## src/rtl/mmio_bus_ctrl_if.sv

```systemverilog
// MMIO controller bus bundle: CPU request/response and device strobes.
// slave = controller view, master = CPU/device-aggregator view.
interface mmio_bus_ctrl_if;
   logic        req_valid;
   logic        req_write;
   logic [31:0] req_addr;
   logic [31:0] req_wdata;
   logic        req_ready;
   logic        resp_valid;
   logic        resp_err;
   logic [31:0] resp_rdata;
   logic        mmio_read;
   logic        mmio_write;
   logic [31:0] mmio_addr;
   logic [31:0] mmio_write_data;
   logic        mmio_done;
   logic [31:0] mmio_read_data;
   logic [31:0] err_addr;

   modport slave (
      input  req_valid, req_write, req_addr, req_wdata,
      input  mmio_done, mmio_read_data,
      output req_ready, resp_valid, resp_err, resp_rdata,
      output mmio_read, mmio_write, mmio_addr, mmio_write_data,
      output err_addr
   );

   modport master (
      output req_valid, req_write, req_addr, req_wdata,
      output mmio_done, mmio_read_data,
      input  req_ready, resp_valid, resp_err, resp_rdata,
      input  mmio_read, mmio_write, mmio_addr, mmio_write_data,
      input  err_addr
   );
endinterface

```

## src/rtl/mmio_bus_ctrl.sv

```systemverilog
// MMIO request controller: one request at a time, checks, strobes,
// timeout guard and a one-cycle response pulse.
module mmio_bus_ctrl #(
   parameter logic [31:0] MMIO_BASE      = 32'hFFFF_0000,
   parameter logic [31:0] MMIO_MASK      = 32'hFFFF_0000,
   parameter int unsigned TIMEOUT_CYCLES = 255
) (
   input  logic           sys_clk,
   input  logic           rst,
   mmio_bus_ctrl_if.slave bus
);
   typedef enum logic [1:0] {IDLE, BUSY, RESP} state_t;

   localparam logic [7:0] LAST_CNT = 8'(TIMEOUT_CYCLES - 1);

   state_t      state, state_n;
   logic        rd_q, rd_d, wr_q, wr_d;
   logic [31:0] addr_q, addr_d, wdata_q, wdata_d;
   logic        rv_q, rv_d, rerr_q, rerr_d;
   logic [31:0] rdata_q, rdata_d, eaddr_q, eaddr_d;
   logic [7:0]  cnt_q, cnt_d;
   logic        bad_req;

   assign bad_req = (bus.req_addr[1:0] != 2'b00) ||
                    ((bus.req_addr & MMIO_MASK) != MMIO_BASE);

   always_ff @(posedge sys_clk or posedge rst) begin
      if (rst) begin
         state   <= IDLE;
         rd_q    <= 1'b0;
         wr_q    <= 1'b0;
         addr_q  <= '0;
         wdata_q <= '0;
         rv_q    <= 1'b0;
         rerr_q  <= 1'b0;
         rdata_q <= '0;
         eaddr_q <= '0;
         cnt_q   <= '0;
      end else begin
         state   <= state_n;
         rd_q    <= rd_d;
         wr_q    <= wr_d;
         addr_q  <= addr_d;
         wdata_q <= wdata_d;
         rv_q    <= rv_d;
         rerr_q  <= rerr_d;
         rdata_q <= rdata_d;
         eaddr_q <= eaddr_d;
         cnt_q   <= cnt_d;
      end
   end

   always_comb begin
      state_n = state;
      case (state)
         IDLE: begin
            if (bus.req_valid)
               state_n = bad_req ? RESP : BUSY;
         end
         BUSY: begin
            if (bus.mmio_done || cnt_q == LAST_CNT)
               state_n = RESP;
         end
         RESP:    state_n = IDLE;
         default: state_n = IDLE;
      endcase
   end

   // Next values for the registered outputs; response fields default to 0
   // so they only live for the single RESP cycle.
   always_comb begin
      rd_d    = rd_q;
      wr_d    = wr_q;
      addr_d  = addr_q;
      wdata_d = wdata_q;
      rv_d    = 1'b0;
      rerr_d  = 1'b0;
      rdata_d = '0;
      eaddr_d = eaddr_q;
      cnt_d   = cnt_q;
      case (state)
         IDLE: begin
            if (bus.req_valid) begin
               addr_d  = bus.req_addr;
               wdata_d = bus.req_wdata;
               if (bad_req) begin
                  rv_d    = 1'b1;
                  rerr_d  = 1'b1;
                  eaddr_d = bus.req_addr;
               end else begin
                  rd_d  = ~bus.req_write;
                  wr_d  = bus.req_write;
                  cnt_d = '0;
               end
            end
         end
         BUSY: begin
            // done takes priority over an expiring timeout
            if (bus.mmio_done) begin
               rd_d    = 1'b0;
               wr_d    = 1'b0;
               rv_d    = 1'b1;
               rdata_d = rd_q ? bus.mmio_read_data : 32'h0;
            end else if (cnt_q == LAST_CNT) begin
               rd_d    = 1'b0;
               wr_d    = 1'b0;
               rv_d    = 1'b1;
               rerr_d  = 1'b1;
               eaddr_d = addr_q;
            end else begin
               cnt_d = cnt_q + 8'd1;
            end
         end
         default: ;
      endcase
   end

   assign bus.req_ready       = (state == IDLE);
   assign bus.resp_valid      = rv_q;
   assign bus.resp_err        = rerr_q;
   assign bus.resp_rdata      = rdata_q;
   assign bus.mmio_read       = rd_q;
   assign bus.mmio_write      = wr_q;
   assign bus.mmio_addr       = addr_q;
   assign bus.mmio_write_data = wdata_q;
   assign bus.err_addr        = eaddr_q;
endmodule

```

## src/flat_wrapper.sv

```systemverilog
// flat-port wrapper written by rule: the top's interface ports become plain ports
module mmio_bus_ctrl_flat 
#(
   parameter logic [31:0] MMIO_BASE      = 32'hFFFF_0000,
   parameter logic [31:0] MMIO_MASK      = 32'hFFFF_0000,
   parameter int unsigned TIMEOUT_CYCLES = 255
)
  (sys_clk, rst, bus_req_valid, bus_req_write, bus_req_addr, bus_req_wdata, bus_mmio_done, bus_mmio_read_data, bus_req_ready, bus_resp_valid, bus_resp_err, bus_resp_rdata, bus_mmio_read, bus_mmio_write, bus_mmio_addr, bus_mmio_write_data, bus_err_addr);
  mmio_bus_ctrl_if bus_i ();
  input  logic sys_clk;
  input  logic rst;
  input wire logic [$bits(bus_i.req_valid)-1:0] bus_req_valid;
  input wire logic [$bits(bus_i.req_write)-1:0] bus_req_write;
  input wire logic [$bits(bus_i.req_addr)-1:0] bus_req_addr;
  input wire logic [$bits(bus_i.req_wdata)-1:0] bus_req_wdata;
  input wire logic [$bits(bus_i.mmio_done)-1:0] bus_mmio_done;
  input wire logic [$bits(bus_i.mmio_read_data)-1:0] bus_mmio_read_data;
  output wire logic [$bits(bus_i.req_ready)-1:0] bus_req_ready;
  output wire logic [$bits(bus_i.resp_valid)-1:0] bus_resp_valid;
  output wire logic [$bits(bus_i.resp_err)-1:0] bus_resp_err;
  output wire logic [$bits(bus_i.resp_rdata)-1:0] bus_resp_rdata;
  output wire logic [$bits(bus_i.mmio_read)-1:0] bus_mmio_read;
  output wire logic [$bits(bus_i.mmio_write)-1:0] bus_mmio_write;
  output wire logic [$bits(bus_i.mmio_addr)-1:0] bus_mmio_addr;
  output wire logic [$bits(bus_i.mmio_write_data)-1:0] bus_mmio_write_data;
  output wire logic [$bits(bus_i.err_addr)-1:0] bus_err_addr;
  assign bus_i.req_valid = bus_req_valid;
  assign bus_i.req_write = bus_req_write;
  assign bus_i.req_addr = bus_req_addr;
  assign bus_i.req_wdata = bus_req_wdata;
  assign bus_i.mmio_done = bus_mmio_done;
  assign bus_i.mmio_read_data = bus_mmio_read_data;
  assign bus_req_ready = bus_i.req_ready;
  assign bus_resp_valid = bus_i.resp_valid;
  assign bus_resp_err = bus_i.resp_err;
  assign bus_resp_rdata = bus_i.resp_rdata;
  assign bus_mmio_read = bus_i.mmio_read;
  assign bus_mmio_write = bus_i.mmio_write;
  assign bus_mmio_addr = bus_i.mmio_addr;
  assign bus_mmio_write_data = bus_i.mmio_write_data;
  assign bus_err_addr = bus_i.err_addr;
  mmio_bus_ctrl #(.MMIO_BASE(MMIO_BASE), .MMIO_MASK(MMIO_MASK), .TIMEOUT_CYCLES(TIMEOUT_CYCLES)) u_core (.sys_clk(sys_clk), .rst(rst), .bus(bus_i));
endmodule
```

## config.mk

```make
export PLATFORM = sky130hd
export DESIGN_NAME = mmio_bus_ctrl_flat
export DESIGN_NICKNAME = d
export VERILOG_FILES = /design/src/rtl/mmio_bus_ctrl_if.sv /design/src/rtl/mmio_bus_ctrl.sv /design/src/flat_wrapper.sv
export SDC_FILE = /design/constraint.sdc
export NUM_CORES = 1
export LEC_CHECK = 0
export ABC_CLOCK_PERIOD_IN_PS = 4800
export CELL_PAD_IN_SITES_DETAIL_PLACEMENT = 1
export CELL_PAD_IN_SITES_GLOBAL_PLACEMENT = 1
export CORE_UTILIZATION = 28
export CTS_CLUSTER_DIAMETER = 100
export DETAILED_ROUTE_END_ITERATION = 12
export HOLD_SLACK_MARGIN = 0.02
export PLACE_DENSITY_LB_ADDON = 0.1
export SYNTH_ARGS = -nofsm -noshare
export SYNTH_HDL_FRONTEND = slang
export SYNTH_SLANG_ARGS = --single-unit
```

## constraint.sdc

```tcl
create_clock -name sys_clk -period 4.8 [get_ports sys_clk]
set_input_delay 0.96 -clock sys_clk [delete_from_list [all_inputs] [get_ports sys_clk]]
set_output_delay 0.96 -clock sys_clk [all_outputs]
set_load 0.02 [all_outputs]
```

==> results of run 1 <==
[through the flow]
step	util	area (um^2)	power (W)	hold slack, ns
after floorplan	-	5660	0.00171	0.441
final	0.450	8840	0.00345	0.471
after detailed placement	0.419	8240	0.00212	0.461
after CTS	0.450	8840	0.00350	0.477
after global routing	0.450	8840	0.00361	0.496
after global placement	0.419	8240	0.00210	0.457
[area by class of cell]
class,instances,area (um^2)
flip-flops and latches,142,3550
clock inverters,9,135
repair buffers,239,2380
clock buffers,21,470
well taps,265,332
multi-input cells,420,1950
inverters,4,20.0
fillers,2251,10800
[sequential cells by signal, summed over array words and instances (netlist names)]
signal	count
u_core.bus.resp_valid	1
u_core.bus.resp_rdata	32
u_core.bus.mmio_read	1
u_core.bus.err_addr	32
u_core.bus.mmio_write_data	32
u_core.bus.mmio_write	1
u_core.cnt_q	8
u_core.bus.resp_err	1
u_core.bus.mmio_addr	32
u_core.state	2
[kinds of logic (layout without fill, tap and decap cells)]
family | after synthesis | in the layout
buf+inv | 38 | 273
fa+ha+maj | 2 | 2
compound gates | 58 | 58
flops | 142 | 142
simple gates | 360 | 360
[synth_stat cells (2+ instances only)]
master,number
clkbuf_1,23
dfrtp_1,142
nor3_1,2
o21ai_0,5
nand3_1,3
nor2b_1,3
o211ai_1,2
nand4_1,4
and2_1,32
buf_4,2
inv_1,4
a211o_1,2
and4_1,2
buf_6,3
a31oi_1,35
o21ai_1,3
a21oi_1,2
buf_2,6
nand2b_1,2
o31ai_1,4
nand2_1,267
a22oi_1,2
ha_1,2
nor2_1,36
[worst register-to-register path, cell delays in order, from the launching register on]
cell and delay [ns]:
dfrtp_1 0.43, inv_1 0.09, ha_1 0.15, and4_1 0.27
a41oi_1 0.22, a31oi_4 0.38, buf_4 0.53, nor2_1 0.12
a31oi_1 0.17
[routing by layer]
metal / part of all wire / global-route usage
met3: 0.095 / 0.0791
met1: 0.39 / 0.199
met5: 0.00044 / 0
met4: 0.0098 / 0.0571
met2: 0.50 / 0.326
[power by group]
part           internal (W)  switching (W)
combinational      0.000326       0.000358
sequential          0.00132      0.0000830
clock              0.000855       0.000512
total               0.00250       0.000953
[cells in the final DEF (no fill, tap or decap), drive strengths merged, types with 3 or more instances in the layout]
| cell | n |
|---|---|
| nand2 | 267 |
| clkdlybuf4s50 | 233 |
| dfrtp | 142 |
| nor2 | 36 |
| a31oi | 35 |
| and2 | 32 |
| clkbuf | 21 |
| o21ai | 8 |
| buf | 6 |
| inv | 5 |
| nand4 | 4 |
| o31ai | 4 |
| nand3 | 3 |
| clkinvlp | 3 |
| bufinv | 3 |
| a21oi | 3 |
| nor2b | 3 |
| nand2b | 3 |
| nor3 | 3 |
[path summary, 6_finish.rpt]
check                                                            from                                    endpoint  slack (ns)  cells after the start
setup / recovery                          u_core.state[0]$_DFFE_PP0P_                               bus_req_ready        1.87                      2
hold reg to reg            u_core.bus.mmio_write_data[20]$_DFFE_PP0P_  u_core.bus.mmio_write_data[20]$_DFFE_PP0P_        0.47                      2
max in group asynchronous                                         rst         u_core.bus.resp_rdata[11]$_DFF_PP0_        2.75                      3
min in group asynchronous                                         rst  u_core.bus.mmio_write_data[18]$_DFFE_PP0P_        1.12                      2
setup reg to reg                          u_core.cnt_q[0]$_DFFE_PP0P_          u_core.bus.err_addr[2]$_DFFE_PP0P_        2.38                      8
hold / removal             u_core.bus.mmio_write_data[20]$_DFFE_PP0P_  u_core.bus.mmio_write_data[20]$_DFFE_PP0P_        0.47                      2
==> metrics.md, run 1 <==
| Metric | Value |
|---|---|
| Status | `completed` |
| CP peak stage delay | `0.68 ns` |
| Post-synthesis simple-gate area fraction | `0.270` |
| Pwr Density | `390 mW/mm^2` |
| GP Congestion | `0.732` |
| Share of cells above drive strength 1 | `0.0551` |
| CTS tree | `yes` |
| CTS Hold Bufs | `0` |
| PortBufs | `233` |
| Count of cell types in the netlist | `36` |
| CP max stage cell | `clkdlybuf4s50_1` |
| DR pass1 iterations | `4` |
| Post-synth ARST share | `1.00` |
| Hold Crit Class | `flip-flop to flip-flop` |
| Cts repair resizes | `0` |
| Total Nets Final | `927` |
| Family with the most delay on the worst path | `buffers and inverters` |
| Initial antenna violation count | `1` |
| Overflow after GRT | `0` |
| DP Worst Slack | `1.59 ns` |
| Clk_lat worst skew | `0.42 ns` |
| Kind of critical path | `flip-flop to output port` |
| Warnings, synthesis | `0` |
| Clock Skews | `0.0118 ns` |
| Compound-Gate Fraction of Synth Area | `0.0663` |
| Diode count | `0` |
| Setup bufs post-CTS | `0` |
| Largest net degree at the start of global routing | `100` |
| CTS clock-pin slew for the worst setup and hold paths | `0.06 ns` |
| Vias in the first global route | `5408` |
| Top Ports | `234` |
| CTS HTree Levels | `4` |
| First-pass GRT wire length | `28800 um` |
| Slew Limit Headroom | `0.376` |
| Initial core utilization | `0.288` |
| Post-route setup TNS | `0 ns` |
| All-Layer GR Usage | `0.185` |
| Final ANT Viol Nets | `0` |
| Placed Instances | `1070` |
| Finish-stage setup viols | `0` |
| Initial DRC count | `107` |
| Largest family of logic cells by synthesized area | `simple AND/OR/NAND/NOR gates` |
| WP buf/inv | `1` |
| Via Count | `4987` |
| Die Ht | `144 um` |
| Synth Net Count | `703` |
| Ratio of final minimum period to clock period | `0.611` |
| RSZ-0062 raised after global routing | `false` |
| Fin. Hold Viols | `0` |
| CP max FO | `11` |
| CTS Root Cell | `clkbuf_16` |
| Syn Inst Count | `600` |
| Startpoint types | `flip-flop` |
| Peak supply drop | `0.000237 V` |
| Die ar. | `0.0208 mm^2` |
| Leak | `4.01 nW` |
| Die extent in x | `144 um` |
| Avg Cell Area, Syn | `9.43 um^2` |
| Synth Area in XOR/XNOR | `0` |
| Actual slew at the worst max-slew pin | `0.936 ns` |
| CTS max path bufs | `2` |
| Fin crit period | `2.93 ns` |
| Cts bufs inserted | `17` |
| Post-Layout Cell Count | `1100` |
| Worst path required time | `3.84 ns` |
| Fmax | `341 MHz` |
| Adder-cell area share of the yosys netlist | `0.00442` |
| Fin. max-slew vios | `0` |
| Post-synth EDFFs | `0` |
| Area leader, netlist | `dfrtp_1` |
| Register area share after synthesis | `0.628` |
| Core Footprint | `0.0197 mm^2` |
| Cell Area, Synth | `0.00566 mm^2` |
| Sink Count | `142` |
| Critical Path End Type | `output port` |
| Max-cap violations | `0` |
| Top post-synthesis cells by area | `dfrtp_1 63%, nand2_1 18%, a31oi_1 3.9%, and2_1 3.5%, nor2_1 2.4%` |
| DRC | `0` |
| Post-DP HPWL | `12900 um` |
| Routed WL per cell | `16.6 um` |
| Row count | `51` |
| Proportion of synthesized area in mux cells | `0` |
| Area grow syn2layout | `56.2%` |
| Critical Path AT | `1.97 ns` |
| Via/cell ratio | `4.53` |
| Synth Register Bits | `142` |
| Yosys top cell area share | `0.628` |
| Worst path cell trace | `nor2_1, clkdlybuf4s50_1` |
| Synth Flop Type | `dfrtp_1` |
| Final worst slack | `1.87 ns` |
| Final Routed Wirelength | `18300 um` |
No activity file was read; power rests on OpenSTA's default activity.
==> run 2, diff against run 1 <==
--- a/config.mk
+++ b/config.mk
@@ -5,10 +5,10 @@
 export SDC_FILE = /design/constraint.sdc
 export NUM_CORES = 1
 export LEC_CHECK = 0
-export ABC_CLOCK_PERIOD_IN_PS = 4800
+export ABC_CLOCK_PERIOD_IN_PS = 3000
 export CELL_PAD_IN_SITES_DETAIL_PLACEMENT = 1
 export CELL_PAD_IN_SITES_GLOBAL_PLACEMENT = 1
-export CORE_UTILIZATION = 28
+export CORE_UTILIZATION = 30
 export CTS_CLUSTER_DIAMETER = 100
 export DETAILED_ROUTE_END_ITERATION = 12
 export HOLD_SLACK_MARGIN = 0.02
==> constraint.sdc (replaced) <==
create_clock -name sys_clk -period 3 [get_ports sys_clk]
set_input_delay 0.6 -clock sys_clk [delete_from_list [all_inputs] [get_ports sys_clk]]
set_output_delay 0.6 -clock sys_clk [all_outputs]
set_load 0.02 [all_outputs]
==> run 2 against run 1 <==
  * Die area decreased by 6.6%
  * Total power increased by 57%
  * Routed wire length decreased by 1.7%
  * Final cell count decreased by 2.9%
  * Flip-flop and latch count unchanged
  * Cell area decreased by 0.17%
  * Sequential share of layout area increased by 0.068 points
  * First-iteration DRC count increased by 19%
  * Critical endpoint unchanged
  * Via count decreased by 0.70%
  * Non-clock buffer count increased by 3
==> metrics.md, run 2 (same netlist as run 1, synthesis figures left out) <==
| Metric | Value |
|---|---|
| Status | `completed` |
| Setup bufs post-CTS | `0` |
| Cts repair resizes | `0` |
| Die Ht | `139 um` |
| RSZ-0062 raised after global routing | `false` |
| Fmax | `380 MHz` |
| Area grow syn2layout | `56.0%` |
| CP max FO | `11` |
| Share of cells above drive strength 1 | `0.0572` |
| CTS max path bufs | `2` |
| CP peak stage delay | `0.68 ns` |
| Leak | `4.02 nW` |
| Initial antenna violation count | `0` |
| Post-DP HPWL | `12600 um` |
| Minimum hold slack | `0.471 ns` |
| Fin. max-slew vios | `0` |
| CTS clock-pin slew for the worst setup and hold paths | `0.06 ns` |
| Worst path required time | `2.40 ns` |
| Startpoint types | `flip-flop` |
| Initial DRC count | `127` |
| Total power | `0.00540 W` |
| Multi-input logic area | `0.00195 mm^2` |
| GP Congestion | `0.742` |
| DR pass1 iterations | `4` |
| CTS Root Cell | `clkbuf_16` |
| Die ar. | `0.0194 mm^2` |
| Core Footprint | `0.0182 mm^2` |
| Overflow after GRT | `0` |
| Max-cap violations | `0` |
| Sink Count | `142` |
| Hold Crit Class | `flip-flop to flip-flop` |
| All-Layer GR Usage | `0.195` |
| Diode count | `0` |
| Worst path cell trace | `nor2_1, clkdlybuf4s50_1` |
| Vias in the first global route | `5423` |
| # fillers | `2034` |
| Largest net degree at the start of global routing | `77` |
| DRC | `0` |
| Top Ports | `234` |
| Clk_lat worst skew | `0.42 ns` |
| Post-Layout Cell Count | `1068` |
| Critical Path AT | `2.03 ns` |
| Initial core utilization | `0.311` |
| First-pass GRT wire length | `29200 um` |
| Most frequent cells in the layout | `267 x nand2_1, 233 x clkdlybuf4s50_1, 142 x dfrtp_1` |
| Final Routed Wirelength | `18000 um` |
| Post-route setup TNS | `0 ns` |
| Clock Skews | `0.00845 ns` |
| Kind of critical path | `flip-flop to output port` |
| Via/cell ratio | `4.64` |
| Actual slew at the worst max-slew pin | `0.751 ns` |
| Row count | `49` |
| Placed Instances | `1037` |
| CP max stage cell | `clkdlybuf4s50_1` |
| Total Nets Final | `930` |
| DP Worst Slack | `0.376 ns` |
| Routed WL per cell | `16.8 um` |
| Family with the most delay on the worst path | `buffers and inverters` |
| Fin crit period | `2.63 ns` |
| WP buf/inv | `1` |
| PortBufs | `233` |
| Ratio of final minimum period to clock period | `0.877` |
| Critical Path End Type | `output port` |
| Fin. Hold Viols | `0` |
| CTS tree | `yes` |
| Register area | `0.00355 mm^2` |
| Pwr Density | `612 mW/mm^2` |
| Finish-stage setup viols | `0` |
| CTS Hold Bufs | `0` |
| Final worst slack | `0.368 ns` |
| Die extent in x | `139 um` |
| CTS HTree Levels | `4` |
| Most common cell after layout, fill and taps aside | `nand2_1` |
| Cts bufs inserted | `17` |
| Peak supply drop | `0.000384 V` |
| Final ANT Viol Nets | `0` |
| Via Count | `4952` |
| Slew Limit Headroom | `0.499` |
==> run 2: cell types whose count changed in the layout (fill, tap and decap cells not counted) <==
cell and change:
buf_12 +3, clkbuf_1 +2, clkinvlp_4 +2, inv_6 -2
bufinv_16 -1, clkbuf_8 -1, clkinv_4 +1
==> run 2: final cells by class <==
class | count | area share
timing repair buffer | 242 | 0.276
sequential | 142 | 0.403
clock inverter | 9 | 0.0128
clock buffer | 22 | 0.0526
inverter | 4 | 0.00213
tap | 229 | 0.0325
multi-input combinational | 420 | 0.221
==> run 2: path summary, 6_finish.rpt <==
check | slack [ns] | cells past startpoint | end | start
max | 0.37 | 2 | bus_req_ready | u_core.state[0]$_DFFE_PP0P_
min in group asynchronous | 0.65 | 3 | u_core.bus.resp_rdata[0]$_DFF_PP0_ | rst
min reg2reg | 0.47 | 2 | u_core.bus.mmio_write_data[27]$_DFFE_PP0P_ | u_core.bus.mmio_write_data[27]$_DFFE_PP0P_
max in group asynchronous | 1.97 | 3 | u_core.bus.err_addr[31]$_DFFE_PP0P_ | rst
min | 0.47 | 2 | u_core.bus.mmio_write_data[27]$_DFFE_PP0P_ | u_core.bus.mmio_write_data[27]$_DFFE_PP0P_
max reg2reg | 0.65 | 8 | u_core.bus.err_addr[29]$_DFFE_PP0P_ | u_core.cnt_q[0]$_DFFE_PP0P_
==> run 2: through the flow <==
step                      utilization  area, um^2
after floorplan                     -        5660
after global placement          0.453        8250
after detailed placement        0.453        8250
after CTS                       0.485        8830
after global routing            0.485        8830
final                           0.485        8830
==> run 2: power breakdown <==
group / internal, W / switching (W)
clock network: 0.00126 / 0.000798
registers: 0.00211 / 0.000134
logic: 0.000528 / 0.000572
==> run 2: worst min-delay path, cell delays in order, from the launching register on <==
cell     delay (ns)
dfrtp_1        0.34
nand2_1        0.05
nand2_1        0.05
==> run 2: per-layer routing <==
layer  vias to the layer above  wire length [um]  track usage
met3                        21              1740       0.0829
met4                         0               375       0.0743
met5                         -                 0            0
li1                       2368                 -            -
met2                       164              8660        0.321
met1                      2399              7180        0.224
==> variant, RTL diff (settings of run 1) <==
Encoding of `state_t`: now one-hot (3 bits for 3 states).
--- a/src/rtl/mmio_bus_ctrl.sv
+++ b/src/rtl/mmio_bus_ctrl.sv
@@ -10,5 +10,5 @@
    mmio_bus_ctrl_if.slave bus
 );
-   typedef enum logic [1:0] {IDLE, BUSY, RESP} state_t;
+   typedef enum logic [2:0] {IDLE = 3'b001, BUSY = 3'b010, RESP = 3'b100} state_t;
 
    localparam logic [7:0] LAST_CNT = 8'(TIMEOUT_CYCLES - 1);
Formal check against the unedited RTL: no difference found for any inputs over 4 cycles, from zero or initial values and one cycle with rst high; so few cycles prove little.
==> variant against run 1 <==
- critical path depth is 5 higher
- fmax fell by 12%
- global-route usage fell by 2.6 points
- cell count is 16% lower
- final area is 3.6% higher
- sequential cell count increased by 1
- routed wire length decreased by 11%
- register-to-register slack lost 0.28 ns
- worst setup slack got worse by 0.39 ns
- area after synthesis up 4.5%
- power up 16%
- first-iteration DRC count rose by 23%
==> variant: results (changes against run 1) <==
outcome finished clean; Synth Area in Compound Gates 2.56% (-4.1 points); routability-driven placement congestion ratio 0.733 (about the same); Pleak 0.00393 uW (-2.2%); first-pass GRT wire length 26,300 um (-8.8%); pin count of the biggest net entering global routing 104 (+4.0%); post-place setup slack 0.990 ns (-0.596 ns); RR Endpoint u_core.cnt_q[6]$_DFFE_PP0P_; clk root buf clkbuf_16; CP Launch Point bus_req_addr[26]; Hold Crit Depth 1 (-1); routed wire length 16,300 um (-11%); # nets final 742 (-20%); post-synthesis sequential area ratio 60.5% (-2.3 points); vias in the first global route 4,546 (-16%); P_comb 1070 uW (+56%); initial antenna violation count 0 (-1); R2R Path Start u_core.state[2]$_DFFE_PP0P_; Syn Nets 502 (-29%); Switch Pwr 1140 uW (+20%); DR iter-0 viols 132 (+23%); worst hold endpoint u_core.cnt_q[7]$_DFFE_PP0P_; hpwl dp 11,900 um (-7.8%); worst r2r path cells 5 (-3); synth cell count leaders 142 x dfrtp_1, 98 x mux2_2, 34 x and2_1; Max Fanout on Critical Path 19 (+8); Total GRT Usage 15.9% (-2.6 points); hold_sp u_core.cnt_q[7]$_DFFE_PP0P_; Placed Area 8530 um^2 (+3.5%); Slew headroom 35.9% (-1.7 points); worst hold slack 0.499 ns (+0.0278 ns); Die Span X 147 um (+2.2%); share of post-route cells with drive strength above 1 26.7% (+21 points); mux contribution to synthesized area 26.0% (+26 points); Critical Path AT 3.63 ns (+1.66 ns); DR vias 4,150 (-17%); Worst Skew 0.0113 ns (-0.000518 ns); synth top area cells dfrtp_1 60%, mux2_2 19%, mux2_4 7.4%, and2_1 3.6%, buf_12 1.0%; Initial DRT Pass Iterations 4 (unchanged); setup slack, reg-to-reg 2.10 ns (-0.28 ns); Post-Synth Adder-Cell Area 0.423% (-0.019 points); PnR worst setup slack 1.48 ns (-0.389 ns)
[variant: area by class of cell]
type | instances | area [um^2]
timing repair buffer | 240 | 2400
multi-input combinational | 229 | 2180
sequential | 143 | 3580
tap | 270 | 338
clock buffer | 19 | 453
inverter | 8 | 35.0
clock inverter | 13 | 178
fill | 2112 | 11300
[variant: cells by family after synthesis]
group	count (synthesis)
multiplexers	127
AND/OR/NAND/NOR	76
adder cells (fa/ha/maj)	2
flip-flops	143
buffers and inverters	27
AO/OA/AOI/OAI	24
[variant: worst max-delay path, stage by stage]
cell,delay (ns)
clkdlybuf4s50_1,0.51
nand4_1,0.15
or4_4,0.52
nor3_4,0.25
a221o_2,0.60
buf_12,0.27
mux2_2,0.35
[variant: how the worst max path moves through the flow]
stage | to | slack, ns
detailed placement | u_core.bus.err_addr[29]$_DFFE_PP0P_ | 0.99
global placement | u_core.bus.err_addr[30]$_DFFE_PP0P_ | 1.04
floorplan | u_core.bus.err_addr[0]$_DFFE_PP0P_ | 0.004
CTS | u_core.bus.err_addr[29]$_DFFE_PP0P_ | 1.44
finish | u_core.bus.err_addr[29]$_DFFE_PP0P_ | 1.48
global route | u_core.bus.err_addr[28]$_DFFE_PP0P_ | 1.36
[variant: stage by stage]
| stage | power (uW) | cells |
|---|---|---|
| after floorplan | 2060 | 399 |
| after global placement | 2610 | 890 |
| after detailed placement | 2630 | 890 |
| after CTS | 4060 | 922 |
| after global routing | 4180 | 922 |
| final | 3990 | 922 |
[variant: per-layer routing]
layer / GRT usage (%) / vias to the layer above / routed length [um] / part of all wire, %
met4: 5.62 / 0 / 339 / 2.1
met5: 0 / - / 0 / 0
met1: 20.3 / 2115 / 7020 / 43
met2: 26.2 / 131 / 8200 / 50
met3: 3.98 / 21 / 787 / 4.8
li1: - / 1883 / - / -
